File: src/rtl/ro_sample_ctrl_if.sv
// ---------------------------------------------------------------------------
// ro_sample_ctrl_if
// Valid/ready line stream from the ring-oscillator sampling controller to the
// DMA write stage.
//   wr_valid : a packed line is available
//   wr_ready : the consumer accepts the line when wr_valid & wr_ready
//   wr_data  : packed line, sample k at bits [k*CNT_WIDTH +: CNT_WIDTH]
// The master modport is used by the producer (ro_sample_ctrl) and the slave
// modport by the consumer.
// ---------------------------------------------------------------------------
interface ro_sample_ctrl_if #(
  parameter int LINE_WIDTH = 512
);
  logic                  wr_valid;
  logic                  wr_ready;
  logic [LINE_WIDTH-1:0] wr_data;

  modport master (
    output wr_valid,
    output wr_data,
    input  wr_ready
  );

  modport slave (
    input  wr_valid,
    input  wr_data,
    output wr_ready
  );
endinterface

File: src/rtl/ro_sample_ctrl.sv
// ---------------------------------------------------------------------------
// ro_sample_ctrl
// Measures a ring-oscillator output as rising-edge counts over back-to-back
// windows of collect_cycles clk cycles, packs the counts into lines of
// SPL = LINE_WIDTH/CNT_WIDTH samples and streams the lines out through a
// 2-entry FIFO. A line that finds the FIFO full is dropped and flagged.
//
// Ports:
//   clk, rst        clock, asynchronous active-high reset
//   go              single-cycle start pulse (ignored while busy)
//   num_samples     number of samples to take, latched on accepted go
//   collect_cycles  window length in clk cycles (0 behaves as 1)
//   ro_in           ring-oscillator output, asynchronous to clk
//   wr              line stream (master side of ro_sample_ctrl_if)
//   busy            high while collecting or draining
//   done            high once the run has finished, until the next go
//   overflow        sticky: at least one line was dropped this run
//
// Build option: define RO_SAMPLE_TIMESTAMP_EN to tag each sample with the
// low byte of its sample index in the top 8 bits; the count then occupies
// the remaining CNT_WIDTH-8 bits and saturates accordingly.
// ---------------------------------------------------------------------------
module ro_sample_ctrl #(
  parameter int SIZE_WIDTH = 32,
  parameter int CNT_WIDTH  = 32,
  parameter int LINE_WIDTH = 512
) (
  input  logic                  clk,
  input  logic                  rst,
  input  logic                  go,
  input  logic [SIZE_WIDTH-1:0] num_samples,
  input  logic [SIZE_WIDTH-1:0] collect_cycles,
  input  logic                  ro_in,
  ro_sample_ctrl_if.master      wr,
  output logic                  busy,
  output logic                  done,
  output logic                  overflow
);

  localparam int SPL    = LINE_WIDTH / CNT_WIDTH;
  localparam int SLOT_W = (SPL > 1) ? $clog2(SPL) : 1;
  localparam logic [SLOT_W-1:0]    SLOT_LAST = SLOT_W'(SPL - 1);
  localparam logic [CNT_WIDTH-1:0] CNT_MAX   = '1;
`ifdef RO_SAMPLE_TIMESTAMP_EN
  localparam logic [CNT_WIDTH-1:0] SMP_MAX = {8'h00, {(CNT_WIDTH-8){1'b1}}};
`endif

  typedef enum logic [1:0] {S_IDLE, S_COLLECT, S_DRAIN, S_DONE} state_t;

  state_t state, state_nxt;

  logic                  ro_sync_p0, ro_sync_p1, ro_sync_p2;
  logic                  edge_det;
  logic [SIZE_WIDTH-1:0] n_smp, n_cyc, win_cnt, sample_idx;
  logic [CNT_WIDTH-1:0]  edge_cnt, sample;
  logic [SLOT_W-1:0]     slot;
  logic [LINE_WIDTH-1:0] pack, line_val;
  logic [LINE_WIDTH-1:0] fifo_mem [2];
  logic                  wptr, rptr;
  logic [1:0]            fifo_cnt, fifo_cnt_nxt;
  logic                  accept, win_last, smp_last, line_done;
  logic                  pop, push_ok, drop;

  // Edge counter increment that sticks at all-ones instead of wrapping.
  function automatic logic [CNT_WIDTH-1:0] sat_inc(input logic [CNT_WIDTH-1:0] v,
                                                   input logic inc);
    if (inc && (v != CNT_MAX)) return v + 1'b1;
    return v;
  endfunction

`ifdef RO_SAMPLE_TIMESTAMP_EN
  function automatic logic [CNT_WIDTH-1:0] pack_sample(input logic [CNT_WIDTH-1:0] cnt,
                                                       input logic [7:0] idx);
    if (cnt > SMP_MAX) return {idx, SMP_MAX[CNT_WIDTH-9:0]};
    return {idx, cnt[CNT_WIDTH-9:0]};
  endfunction
`else
  function automatic logic [CNT_WIDTH-1:0] pack_sample(input logic [CNT_WIDTH-1:0] cnt);
    return cnt;
  endfunction
`endif

  // Stage p0..p2: synchronizer, rising edge seen between p1 and p2.
  always_ff @(posedge clk or posedge rst) begin
    if (rst) begin
      ro_sync_p0 <= 1'b0;
      ro_sync_p1 <= 1'b0;
      ro_sync_p2 <= 1'b0;
    end else begin
      ro_sync_p0 <= ro_in;
      ro_sync_p1 <= ro_sync_p0;
      ro_sync_p2 <= ro_sync_p1;
    end
  end

  assign edge_det  = ro_sync_p1 & ~ro_sync_p2;
  assign accept    = go & ((state == S_IDLE) | (state == S_DONE));
  assign win_last  = (state == S_COLLECT) & (win_cnt == n_cyc);
  assign smp_last  = (sample_idx == (n_smp - SIZE_WIDTH'(1)));
  assign line_done = win_last & ((slot == SLOT_LAST) | smp_last);

`ifdef RO_SAMPLE_TIMESTAMP_EN
  assign sample = pack_sample(sat_inc(edge_cnt, edge_det), sample_idx[7:0]);
`else
  assign sample = pack_sample(sat_inc(edge_cnt, edge_det));
`endif

  // Slots above the current one are already zero because the packer is
  // cleared whenever a line leaves it, so a short final line is zero-padded.
  always_comb begin
    line_val = pack;
    line_val[slot*CNT_WIDTH +: CNT_WIDTH] = sample;
  end

  // A push into a full FIFO still lands if the head pops in the same cycle.
  assign pop          = (fifo_cnt != 2'd0) & wr.wr_ready;
  assign push_ok      = line_done & ((fifo_cnt != 2'd2) | pop);
  assign drop         = line_done & ~push_ok;
  assign fifo_cnt_nxt = fifo_cnt + {1'b0, push_ok} - {1'b0, pop};

  always_ff @(posedge clk or posedge rst) begin
    if (rst) state <= S_IDLE;
    else     state <= state_nxt;
  end

  // DRAIN looks at the next FIFO fill so done rises right after the last pop.
  always_comb begin
    state_nxt = state;
    case (state)
      S_IDLE, S_DONE: if (accept) state_nxt = (num_samples == '0) ? S_DONE : S_COLLECT;
      S_COLLECT:      if (win_last && smp_last) state_nxt = S_DRAIN;
      S_DRAIN:        if (fifo_cnt_nxt == 2'd0) state_nxt = S_DONE;
      default:        state_nxt = S_IDLE;
    endcase
  end

  always_comb begin
    busy = (state == S_COLLECT) | (state == S_DRAIN);
    done = (state == S_DONE);
  end

  always_ff @(posedge clk or posedge rst) begin
    if (rst) begin
      n_smp      <= '0;
      n_cyc      <= '0;
      win_cnt    <= '0;
      edge_cnt   <= '0;
      sample_idx <= '0;
      slot       <= '0;
      pack       <= '0;
      overflow   <= 1'b0;
    end else if (accept) begin
      n_smp      <= num_samples;
      n_cyc      <= (collect_cycles == '0) ? SIZE_WIDTH'(1) : collect_cycles;
      win_cnt    <= SIZE_WIDTH'(1);
      edge_cnt   <= '0;
      sample_idx <= '0;
      slot       <= '0;
      pack       <= '0;
      overflow   <= 1'b0;
    end else begin
      // The edge seen on a window's last cycle belongs to that window.
      edge_cnt <= win_last ? '0 : sat_inc(edge_cnt, edge_det);
      if (state == S_COLLECT) win_cnt <= win_last ? SIZE_WIDTH'(1) : win_cnt + 1'b1;
      if (win_last) begin
        sample_idx <= sample_idx + 1'b1;
        slot       <= line_done ? '0 : slot + 1'b1;
        pack       <= line_done ? '0 : line_val;
      end
      if (drop) overflow <= 1'b1;
    end
  end

  always_ff @(posedge clk or posedge rst) begin
    if (rst) begin
      fifo_mem[0] <= '0;
      fifo_mem[1] <= '0;
      wptr        <= 1'b0;
      rptr        <= 1'b0;
      fifo_cnt    <= 2'd0;
    end else begin
      if (push_ok) begin
        fifo_mem[wptr] <= line_val;
        wptr           <= ~wptr;
      end
      if (pop) rptr <= ~rptr;
      fifo_cnt <= fifo_cnt_nxt;
    end
  end

  assign wr.wr_valid = (fifo_cnt != 2'd0);
  assign wr.wr_data  = fifo_mem[rptr];

endmodule

File: src/flat_wrapper.sv
// flat-port wrapper written by rule: the top's interface ports become plain ports
module ro_sample_ctrl_flat 
#(
  parameter int SIZE_WIDTH = 32,
  parameter int CNT_WIDTH  = 32,
  parameter int LINE_WIDTH = 512
)
  (clk, rst, go, num_samples, collect_cycles, ro_in, busy, done, overflow, wr_wr_valid, wr_wr_data, wr_wr_ready);
  ro_sample_ctrl_if #(.LINE_WIDTH(LINE_WIDTH)) wr_i ();
  input  logic clk;
  input  logic rst;
  input  logic go;
  input  logic [SIZE_WIDTH-1:0] num_samples;
  input  logic [SIZE_WIDTH-1:0] collect_cycles;
  input  logic ro_in;
  output logic busy;
  output logic done;
  output logic overflow;
  output wire logic [$bits(wr_i.wr_valid)-1:0] wr_wr_valid;
  output wire logic [$bits(wr_i.wr_data)-1:0] wr_wr_data;
  input wire logic [$bits(wr_i.wr_ready)-1:0] wr_wr_ready;
  assign wr_wr_valid = wr_i.wr_valid;
  assign wr_wr_data = wr_i.wr_data;
  assign wr_i.wr_ready = wr_wr_ready;
  ro_sample_ctrl #(.SIZE_WIDTH(SIZE_WIDTH), .CNT_WIDTH(CNT_WIDTH), .LINE_WIDTH(LINE_WIDTH)) u_core (.clk(clk), .rst(rst), .go(go), .num_samples(num_samples), .collect_cycles(collect_cycles), .ro_in(ro_in), .wr(wr_i), .busy(busy), .done(done), .overflow(overflow));
endmodule
File: config.mk
export PLATFORM = sky130hd
export DESIGN_NAME = ro_sample_ctrl_flat
export DESIGN_NICKNAME = d
export VERILOG_FILES = /design/src/rtl/ro_sample_ctrl_if.sv /design/src/rtl/ro_sample_ctrl.sv /design/src/flat_wrapper.sv
export SDC_FILE = /design/constraint.sdc
export NUM_CORES = 2
export LEC_CHECK = 0
export CAP_MARGIN = 20
export CORE_UTILIZATION = 50
export CTS_BUF_LIST = sky130_fd_sc_hd__clkbuf_2
export DETAILED_ROUTE_END_ITERATION = 12
export GPL_ROUTABILITY_DRIVEN = 1
export PLACE_DENSITY = 0.7
export SLEW_MARGIN = 10
export SYNTH_ARGS = -nofsm -noshare
export SYNTH_HDL_FRONTEND = slang
export SYNTH_SLANG_ARGS = --single-unit
File: constraint.sdc
create_clock -name clk -period 79 [get_ports clk]
set_input_delay 19.75 -clock clk [delete_from_list [all_inputs] [get_ports clk]]
set_output_delay 19.75 -clock clk [all_outputs]
set_load 0.02 [all_outputs]
==> results.yml <==
timing:
  finalCriticalPeriod_ns: 25.47
  max_freq_ghz: 0.03926
  worst_slew_pin_slew_ns: 1.265
  hold_viol: 0
  rsz0062_at_grt: "false"
  finalMaxSlewViolations: 0
  fin_setup_tns_ns: 0
  skew_ns: 0.2477
  relSlewSlack_pct: 15.69
  fin_crit_sh_pct: 32.24
  setup_viol: 0
synthesis:
  ys_warn_count: 0
  synth_edf_count: 0
  synthDistinctLibCells: 69
  syn_area_um2: 77430
  synth_xor_area_share_pct: 2.002
  yosys-top-cells-area: "dfrtp_1 55%, mux2_1 14%, mux2_2 8.6%"
  yosys.area_share.simple_pct: 7.602
  synth_top_family_by_area: "multiplexers"
  postSynthAreaPerCell_um2: 12.10
  synthMuxAreaShare_pct: 22.47
  synthCells: 6399
  ys_seq_area_share_pct: 55.27
  yosys_most_used_dff: "dfrtp_1"
  synthArstFlopShare_pct: 100.0
  netlist.area_leader.share_pct: 55.27
  yosys.area_share.adder_pct: 0.2068
  yosys.area.top_type: "dfrtp_1"
  syn_nets: 6480
  synth-compound-area-share_pct: 9.801
  synth_seq_cells: 1710
placement:
  io_buffers: 584
  routabilityCongestion: 0.8874
  placed_cells: 8653
  dp.final_hpwl_mm: 153.5
floorplanning:
  num_rows: 144
  die_area_um2: 156400
  die_h_um: 395.5
  core_area_um2: 153900
  io-pin-count: 585
  start_util_pct: 50.32
  die_w_um: 395.5
global_routing:
  grt_antenna_before_repair: 7
  grt_start_max_net_pins: 161
  grt_pass1_vias: 55893
  grt_pass1_wl_mm: 357.8
  overflow: 0
  grt_use_total_pct: 30.41
power_and_ir_drop:
  sw_frac_of_total_pct: 32.98
  combPwrFrac_pct: 16.7
  ir_drop_mv: 0.02097
  clockPowerShare_pct: 32.1
  p_seq_share_pct: 51.2
  internal_power_mw: 1.209
  power_leakage_nw: 43.26
  p_switching_mw: 0.5951
  powerDensity_nw_per_um2: 20.27
worst_setup_path:
  rr_startpoint: "u_core.n_smp[0]"
  worstSetupPathType: "reg -> out"
  required_ns: 59.25
  rr_endpoint: "u_core.fifo_mem[798]"
  rrSetupSlack_ns: 72.33
  reg2regPathDepth: 15
  cp-start-kind: "flop"
  critPathCaptureType: "output pin"
  path_max_fanout: 58
  arrival_ns: 5.72
clock_network:
  cts_hold_buffers: 0
  worstSkewPairLatency_ns: 1.91
  root_buffer: "clkbuf_2"
  cts_resized: 0
  cts.sinks: 1710
  cts_setup_buffers: 0
  cts_tree: "yes"
  htree_levels: 5
  path_clk_slew_ns: 0.10
  cts_inserted_buffers: 445
  cts_buffer_depth: 4
finish:
  layout.cells.non_filler: 9394
  area_growth_pct: 15.01
  final_cell_mix: "1,708 x dfrtp_1, 949 x mux2_1, 832 x nand2_1, 648 x clkbuf_2, 588 x mux2_2"
  mostFrequentLayoutCell: "dfrtp_1"
  layout-drive-gt1-share_pct: 20.13
  nets: 7146
hold_path:
  min-delay-start: "u_core.ro_sync_p0"
  whs_path_depth: 0
  min_path_type: "reg -> reg"
  whs_endpoint: "u_core.ro_sync_p1"
run_status:
  status: "complete, no violations"
flow_run:
  cap_viol_max_count: 0
detailed_routing:
  dr.pass1.iters: 6
  ant_nets: 0
  drc: 0
  wl_per_cell_um: 25.42
  drtIter0Drc: 4405
  viasPerCell: 5.839
  routed-via-count: 54851
  wirelength_mm: 238.8
flip-flops by register name, indices dropped and copies added (netlist names):
register / flops
u_core.n_cyc: 32
u_core.slot: 4
u_core.ro_sync_p2: 1
u_core.pack: 512
u_core.state: 2
u_core.fifo_cnt: 2
u_core.n_smp: 32
u_core.ro_sync_p0: 1
u_core.wptr: 1
u_core.sample_idx: 32
u_core.ro_sync_p1: 1
u_core.edge_cnt: 32
u_core.fifo_mem: 1024
u_core.overflow: 1
u_core.win_cnt: 32
u_core.rptr: 1
area by class of cell:
type | instances | area (µm²)
Antenna cell | 14 | 35.03
Clock buffer | 648 | 3243
Clock inverter | 70 | 302.8
Fill cell | 12960 | 64820
Inverter | 25 | 101.3
Multi-Input combinational cell | 4185 | 33090
Sequential cell | 1710 | 42800
Tap cell | 2044 | 2557
Timing Repair Buffer | 698 | 6925
kinds of logic after synthesis:
group,count (synthesis)
DFF,1710
muxes,1546
and+or+nand+nor,1342
AOI/OAI and AO/OA,1107
buffers and inverters,504
xor gates and xnor gates,177
adders and majority gates,13
per-layer routing:
metal	GRT usage [%]	up-vias	share of wire (%)
met5	0	-	0
met4	12.27	0	3.9
met3	7.666	423	7.8
met2	46.37	2116	46
met1	41.54	28085	43
li1	-	24227	-
power by group through the flow:
stage | sequential [mW] | combinational (mW) | clock (mW)
global placement | 0.940 | 0.293 | 0
global route | 0.926 | 0.325 | 0.638
CTS | 0.923 | 0.300 | 0.592
floorplan | 0.928 | 0.220 | 0
finish | 0.923 | 0.302 | 0.579
detailed placement | 0.940 | 0.299 | 0
synthesized netlist by cell type, types with 5 or more instances:
cell       instances
nand3_1           57
nor3_1            23
ha_1              12
dfrtp_1         1710
xnor2_1           80
mux2_1           949
nand3b_1           6
o21ai_1            9
o31ai_1            7
inv_1             25
and4_1             7
nor4_1            37
buf_1             14
o21ai_0          534
nand2_1          850
or2_2             29
nand4_1           28
a22o_1           125
nor2_1           168
mux2i_1            9
and3_1            25
a31oi_1            5
or3_1             12
or4_1             12
o2bb2ai_1        389
buf_2            122
clkbuf_1         340
xor2_1            97
mux2_2           588
and2_1            23
a21oi_1           13
nand2b_1          35
worst max path at each step:
| stage | from | to |
|---|---|---|
| after floorplan | rst | u_core.edge_cnt[0] |
| after global placement | rst | u_core.pack[313] |
| after detailed placement | rst | u_core.pack[126] |
| after CTS | u_core.rptr | wr_wr_data[259] |
| after global routing | u_core.rptr | wr_wr_data[192] |
| final | u_core.rptr | wr_wr_data[259] |
worst max-delay path: stages (launching register included):
cell	delay (ns)
dfrtp_4	1.03
buf_4	0.79
buf_4	0.58
buf_16	0.33
mux2_2	0.40
clkdlybuf4s50_1	0.56
per-stage QoR:
step | utilization [%] | instance area (µm²) | setup WS, ns | total power [mW] | hold WS [ns]
after floorplan | - | 77430 | 10.98 | 1.148 | 0.3312
after global placement | 55.38 | 85220 | 54.33 | 1.233 | 0.3687
after detailed placement | 55.43 | 85280 | 54.27 | 1.239 | 0.3394
after CTS | 57.73 | 88830 | 53.42 | 1.815 | 0.3846
after global routing | 57.86 | 89020 | 53.31 | 1.889 | 0.3909
final | 57.87 | 89050 | 53.53 | 1.805 | 0.3761
(Power assumes the default switching activity.)
